### src/rtl/mem_port_arbiter.sv
// Arbitrates a single memory data port between the CPU MEM stage and a DMA
// requester. CPU has priority until DMA has been blocked STARVE_MAX cycles.
// Memory read data returns one cycle after MEM_RDEN2; only IDLE issues accesses.
module mem_port_arbiter #(
    parameter int unsigned STARVE_MAX = 4
) (
    input  logic        clk,
    input  logic        RESET,
    input  logic        cpu_req,
    input  logic        cpu_we,
    input  logic [31:0] cpu_addr,
    input  logic [31:0] cpu_wdata,
    input  logic [1:0]  cpu_size,
    input  logic        cpu_sign,
    output logic [31:0] cpu_rdata,
    output logic        cpu_stall,
    input  logic        dma_req,
    input  logic        dma_we,
    input  logic [31:0] dma_addr,
    input  logic [31:0] dma_wdata,
    output logic        dma_gnt,
    output logic        dma_rvalid,
    output logic [31:0] dma_rdata,
    output logic        MEM_RDEN2,
    output logic        MEM_WE2,
    output logic [31:0] MEM_ADDR2,
    output logic [31:0] MEM_DIN2,
    output logic [1:0]  MEM_SIZE,
    output logic        MEM_SIGN,
    input  logic [31:0] MEM_DOUT2
);

    localparam int unsigned CNT_W = 4;

    typedef enum logic [1:0] {
        IDLE   = 2'd0,
        CPU_RD = 2'd1,
        DMA_RD = 2'd2
    } state_t;

    state_t           state;
    state_t           state_next;
    logic [CNT_W-1:0] starve_cnt;
    logic             starved;
    logic             dma_issue;

    assign starved = (starve_cnt == CNT_W'(STARVE_MAX));

    // State register; reset aborts any outstanding read.
    always_ff @(posedge clk or posedge RESET) begin
        if (RESET) begin
            state <= IDLE;
        end else begin
            state <= state_next;
        end
    end

    // Count consecutive blocked DMA request cycles, saturating at STARVE_MAX.
    always_ff @(posedge clk or posedge RESET) begin
        if (RESET) begin
            starve_cnt <= '0;
        end else if (!dma_req || dma_issue) begin
            starve_cnt <= '0;
        end else if (!starved) begin
            starve_cnt <= starve_cnt + CNT_W'(1);
        end
    end

    // Arbitration, next state and port outputs; everything forced low in reset.
    always_comb begin
        state_next = state;
        dma_issue  = 1'b0;
        cpu_rdata  = '0;
        cpu_stall  = 1'b0;
        dma_gnt    = 1'b0;
        dma_rvalid = 1'b0;
        dma_rdata  = '0;
        MEM_RDEN2  = 1'b0;
        MEM_WE2    = 1'b0;
        MEM_ADDR2  = '0;
        MEM_DIN2   = '0;
        MEM_SIZE   = '0;
        MEM_SIGN   = 1'b0;
        if (!RESET) begin
            case (state)
                IDLE: begin
                    if (dma_req && (!cpu_req || starved)) begin
                        dma_issue = 1'b1;
                        dma_gnt   = 1'b1;
                        MEM_WE2   = dma_we;
                        MEM_RDEN2 = !dma_we;
                        MEM_ADDR2 = dma_addr;
                        MEM_DIN2  = dma_wdata;
                        MEM_SIZE  = 2'b10;
                        cpu_stall = cpu_req;
                        if (!dma_we) begin
                            state_next = DMA_RD;
                        end
                    end else if (cpu_req) begin
                        MEM_WE2   = cpu_we;
                        MEM_RDEN2 = !cpu_we;
                        MEM_ADDR2 = cpu_addr;
                        MEM_DIN2  = cpu_wdata;
                        MEM_SIZE  = cpu_size;
                        MEM_SIGN  = cpu_sign;
                        cpu_stall = !cpu_we;
                        if (!cpu_we) begin
                            state_next = CPU_RD;
                        end
                    end
                end
                CPU_RD: begin
                    cpu_rdata  = MEM_DOUT2;
                    state_next = IDLE;
                end
                DMA_RD: begin
                    dma_rvalid = 1'b1;
                    dma_rdata  = MEM_DOUT2;
                    cpu_stall  = cpu_req;
                    state_next = IDLE;
                end
                default: begin
                    state_next = IDLE;
                end
            endcase
        end
    end

endmodule

### config.mk
export PLATFORM = sky130hd
export DESIGN_NAME = mem_port_arbiter
export DESIGN_NICKNAME = d
export VERILOG_FILES = /design/src/rtl/mem_port_arbiter.sv
export SDC_FILE = /design/constraint.sdc
export NUM_CORES = 1
export LEC_CHECK = 0
export BUFFER_PORTS_ARGS = -buffer_cell sky130_fd_sc_hd__buf_2
export CAP_MARGIN = 20
export CORE_AREA = 4 4 116 118
export CTS_CLUSTER_SIZE = 25
export DETAILED_ROUTE_END_ITERATION = 8
export DIE_AREA = 0 0 120 122
export HOLD_SLACK_MARGIN = 0.06
export PLACE_DENSITY_LB_ADDON = 0.1
export SLEW_MARGIN = 0
export SYNTH_ARGS = -nofsm -noshare
export SYNTH_HDL_FRONTEND = slang
export SYNTH_SLANG_ARGS = --single-unit
### constraint.sdc
create_clock -name clk -period 2.1 [get_ports clk]
set_clock_uncertainty 0.15 [all_clocks]
set_input_delay 0.42 -clock clk [delete_from_list [all_inputs] [get_ports clk]]
set_output_delay 0.42 -clock clk [all_outputs]
set_load 0.01 [all_outputs]
## Word-level counts from Yosys, hierarchy flattened

Cells that the tools add are included.
Widths: inputs -> output; s select.

- Add/subtract/negate cells: 1
- Equal/unequal tests: 7
- Muxes and demuxes: 43
- Bitwise operators: 1
- Reductions and logical operators: 9

Operators by type and width:

| cell | count |
|---|---|
| $mux 32 | 12 |
| $mux 1 | 19 |
| $mux 2 | 9 |
| $ne 3x3->1 const B | 3 |
| $mux 4 | 2 |
| $add 4x1->4 const B | 1 |
| $eq 4x3->1 const B | 1 |
| $logic_not 1->1 | 4 |
| $reduce_and 4->1 | 1 |
| $eq 2x1->1 const B | 1 |
| $eq 2x2->1 const B | 1 |
| $logic_not 2->1 | 1 |
| $logic_or 1x1->1 | 2 |
| $ne 2x1->1 const B | 1 |
| $pmux 1 s2 | 1 |
| $logic_and 1x1->1 | 1 |
| $not 1->1 | 1 |

- Bits in registers: 6
- Logic and storage cells: 63

## Longest topological paths before layout

- Depth in word-level cells: 8
- Gate-level depth with buffers: 7

## Worst setup path before layout

OpenSTA, ideal clock, no wires.

- Path kind: flip-flop to output port
- Start point: register starve_cnt[0]
- End point: output port cpu_stall
- Data arrival time: 1764 ps
- Path slack: -234 ps
- Cell stages (with the launch flop): 7
- Buffers on the path: 1
- Cells stage by stage: dfrtp_1 -> inv_1 -> ha_1 -> and3b_2 -> o21ai_2 -> buf_2 -> a2111oi_0

- Longest elaborated chain between the ends: 6

Ends and longest elaborated chain:

| what | line | RTL |
|---|---|---|
| start, declared | 43 | `logic [CNT_W-1:0] starve_cnt;` |
| start signal, assigned | 65 | `starve_cnt <= starve_cnt + CNT_W'(1);` |
| $eq 4x3->1 | 47 | `assign starved = (starve_cnt == CNT_W'(STARVE_MAX));` |
| $logic_or 1x1->1 | 87 | `if (dma_req && (!cpu_req \|\| starved)) begin` |
| $logic_and 1x1->1 | 87 |  |
| $mux 1 | 87 |  |
| $pmux 1 s2 | 85 | `case (state)` |
| $mux 1 | 84 | `if (!RESET) begin` |
| end, declared | 16 | `output logic cpu_stall,` |

No other way between the ends.

## Final worst setup path

- Start point: register starve_cnt[0]
- End point: output port MEM_ADDR2[12]

- Longest elaborated chain between the ends: 6

Ends and longest elaborated chain:

| what | line | RTL |
|---|---|---|
| $eq 4x3->1 | 47 |  |
| $logic_or 1x1->1 | 87 |  |
| $logic_and 1x1->1 | 87 |  |
| $mux 32 | 87 |  |
| $mux 32 | 85 |  |
| $mux 32 | 84 |  |
| end, declared | 26 | `output logic [31:0] MEM_ADDR2,` |

No other way between the ends.

==> metrics.md <==
| Metric | Value |
|---|---|
| Status | finished, violations left |
| Failing checks | negative setup slack |
| Largest family of logic cells by synthesized area | compound AO/OA/AOI/OAI gates |
| Core area | 12500 um^2 |
| R2r endpoint | starve_cnt[1] |
| Seq/Total Area, Yosys | about 6.8% |
| Layout cells sized above 1 | 76.1% |
| Slowest CP cell | dfrtp_1 |
| Average size of a mapped cell | a little over 6 um^2 |
| Reg2reg path depth | 9 |
| Clock transition at path regs | 30 ps |
| Worst R2R Start | starve_cnt[0] |
| First-pass GRT wire length | 23100 um |
| Largest net degree at the start of global routing | 39 |
| CP max FO | 7 |
| Number of fill cells | 1242 |
| RSZ-0062 raised after global routing | yes |
| CP cell instances | inv_2 -> ha_4 -> buf_4 -> nand3b_1 -> buf_6 -> buf_16 -> o2111ai_4 -> o21ai_2 -> buf_2 |
| Vias in the first global route | around 4300 |
| CTS H-tree depth | 1 |
| Final ANT Viol Nets | 0 |
| Top cell type by total area after synthesis | o2111ai_1 |
| Power density over cell area | ~320 nW/um^2 |
| Wirelength per Cell | between 15 and 20 um |
| CTS Root Cell | clkbuf_16 |
| Crit Path Class | register to primary output |
| Ranking of synthesized cells by area | o2111ai_1, and2_1, o21ai_0 |
| Initial core utilization | 17.8% |
| Die ar. | 14600 um^2 |
| Post-layout nets | 858 |
| Buffer depth of the longest clock path | 2 |
| Worst path max stage delay | around 380 ps |
| Clk Latency, worst-skew pair | between 200 and 250 ps |
| Synthesized area | 2210 um^2 |
| Critical path arrival | around 1800 ps |
| Mapped Nets | around 530 |
| Total GRT Usage | 19.5% |
| Post-Synth Simple-Gate Area | roughly a third |
| Post-synthesis cell type count | 34 |
| EDFF count, synth | 0 |
| Critical path launch point type | register |
| Reg2Reg Setup Slack | 240 ps |
| Final core occ | 47.6% |
| Rows | 41 |
| Die height | 122 um |
| Global placer's final weighted congestion | 0.859 |
| Worst min-delay path class | input port to async pin |
| Chip Width | 120 um |
| Max Cap Viol | 0 |
| GRT overflow | 0 |
| Inserted Clock Buffers | 3 |
| Fin. Hold Viols | 0 |
| Worst path top cell family by delay | buffers and inverters |
| WP data required | 1530 ps |
| P&R area growth vs syn | 168% |
| Post-route cell area | 5930 um^2 |
| Worst-Margin Slew | 288 ps |
| Worst vdd ir | 263 uV |
| Final HPWL DP | 10800 um |
| WL final | 16000 um |
| Slew Limit Fails | 0 |
| # port buffers | roughly 300 |
| XOR/XNOR Fraction of Synth Area | 0.395% |
| CTS tree | yes |
| Synthesized flop and latch total | 6 |
| Final setup violating endpoints | approximately 140 |
| Static Leak | about 2.8 nW |
| Post-synthesis compound-gate area fraction | 45.8% |
| Ys Warns | 0 |
| Remaining DRCs | 0 |
| Top-Level Pins | ~310 |
| Share of synthesized registers carrying an async set or reset | 100% |
| Cell Area, Placed | 4230 um^2 |
| Setup ws final | -292 ps |
| Post-synthesis mux area share | less than 1% |
| Clk sinks | 6 |
| Worst Setup End Kind | primary output |
| Pre-CTS setup slack | -102 ps |
| Final Hold Slack | 141 ps |
| Most used flip-flop cell after synthesis | dfrtp_1 |
| CP bufs+invs | 5 |
| Cells after Synth | between 300 and 400 |
| F_max | ~420 MHz |
| Relative max-transition margin | 80.8% |
| Adder-cell area share of the yosys netlist | 1.13% |
| 1st-iter DRT viols | 118 |
| Vias/cell | 4.87 |
| Top-area cell type share of the netlist area | 25.7% |
| Initial DRT Pass Iterations | 4 |
| Antenna violations before repair | 1 |
| Period utilization | 114% |
| Minimum clock period | 2390 ps |
| Via count | 4182 |
routing by layer:
metal  global-route usage (%)  up-vias  wire length [um]
li1                         -     1992                 -
met1                     21.8     1934              5850
met2                     38.1      223              8500
met3                     3.25       33              1170
met4                     4.65        0               456
met5                        0        -                 0
cell usage after synthesis (4+ instances only):
cell / instances
buf_2: 12
inv_1: 4
a21oi_1: 4
nor2_1: 5
o21ai_0: 52
o2111ai_1: 65
nand3_1: 4
and2_1: 64
buf_1: 4
o21ai_1: 13
clkbuf_1: 32
dfrtp_1: 6
nand2_1: 66
report_power, final:
| group | switching [mW] | internal, mW | leakage [nW] |
|---|---|---|---|
| clock | 0.0624 | 0.244 | 0.0370 |
| combinational | 0.713 | 0.721 | 2.67 |
| sequential | 0.0134 | 0.131 | 0.0775 |
registers in the layout, indices dropped and copies added, names as in the netlist:
register,flops
starve_cnt,4
state,2
timing repair:
action | in CTS | in global routing
buffers inserted | 20 | 3
pin swaps | 68 | 18
cloned | 10 | 4
gates resized for setup | 210 | 90
setup endpoints to repair | 132 | 136
hold buffers | 0 | 0
endpoints found under the hold margin | 0 | 0
layout by cell type (no fill, tap or decap), types with 2 or more instances in the layout:
master and instances:
buf_2 236, buf_6 82, nand2_1 66, and2_4 64, o21ai_1 57, o2111ai_2 50
buf_4 26, buf_12 20, o2111ai_1 11, o21ai_2 7, buf_16 7, clkbuf_16 6
nand3_1 4, nor2_1 4, o2111ai_4 4, dfrtp_1 4, inv_2 3, a21oi_1 2
mux2i_1 2, a211oi_1 2, inv_1 2, o21ai_4 2, nor3b_4 2, a2111oi_4 2
a21o_1 2, dfrtp_2 2
worst max path at each step:
| stage | slack (ps) | depth (start not counted) | endpoint | startpoint |
|---|---|---|---|---|
| final | -290 | 9 | MEM_ADDR2[12] | starve_cnt[0] |
| after global routing | -360 | 9 | MEM_DIN2[15] | starve_cnt[0] |
| after CTS | -290 | 8 | cpu_stall | starve_cnt[0] |
| after detailed placement | -100 | 7 | MEM_ADDR2[14] | starve_cnt[0] |
| after global placement | -70 | 7 | MEM_ADDR2[14] | starve_cnt[0] |
| after floorplan | -30 | 7 | MEM_ADDR2[0] | starve_cnt[0] |
area by class of cell:
class | instances | area (um^2) | share of cell area [%]
inverter | 5 | 18.8 | 0.316
tap | 172 | 215 | 3.63
antenna | 1 | 2.50 | 0.0422
timing repair buffer | 375 | 2980 | 50.3
sequential | 6 | 153 | 2.57
multi-input combinational | 296 | 2490 | 41.9
clock buffer | 3 | 75.1 | 1.27
kinds of logic after synthesis:
family | count (synthesis)
and+or+nand+nor | 147
AOI/OAI and AO/OA | 144
buffers and inverters | 56
DFF | 6
muxes | 2
adders and majority gates | 2
xor gates and xnor gates | 1
metrics by stage:
stage / power (mW) / std cells / TNS [ps]
after CTS: 1.78 / 854 / -23650
after detailed placement: 1.14 / 823 / -4000
after global placement: 1.13 / 823 / -2460
after floorplan: 0.611 / 358 / -150
after global routing: 2.01 / 858 / -31850
final: 1.88 / 858 / -22610
worst min-delay path, stage by stage:
cell and delay (ps):
buf_2 140, buf_4 140, inv_1 190
(Power assumes the default switching activity.)
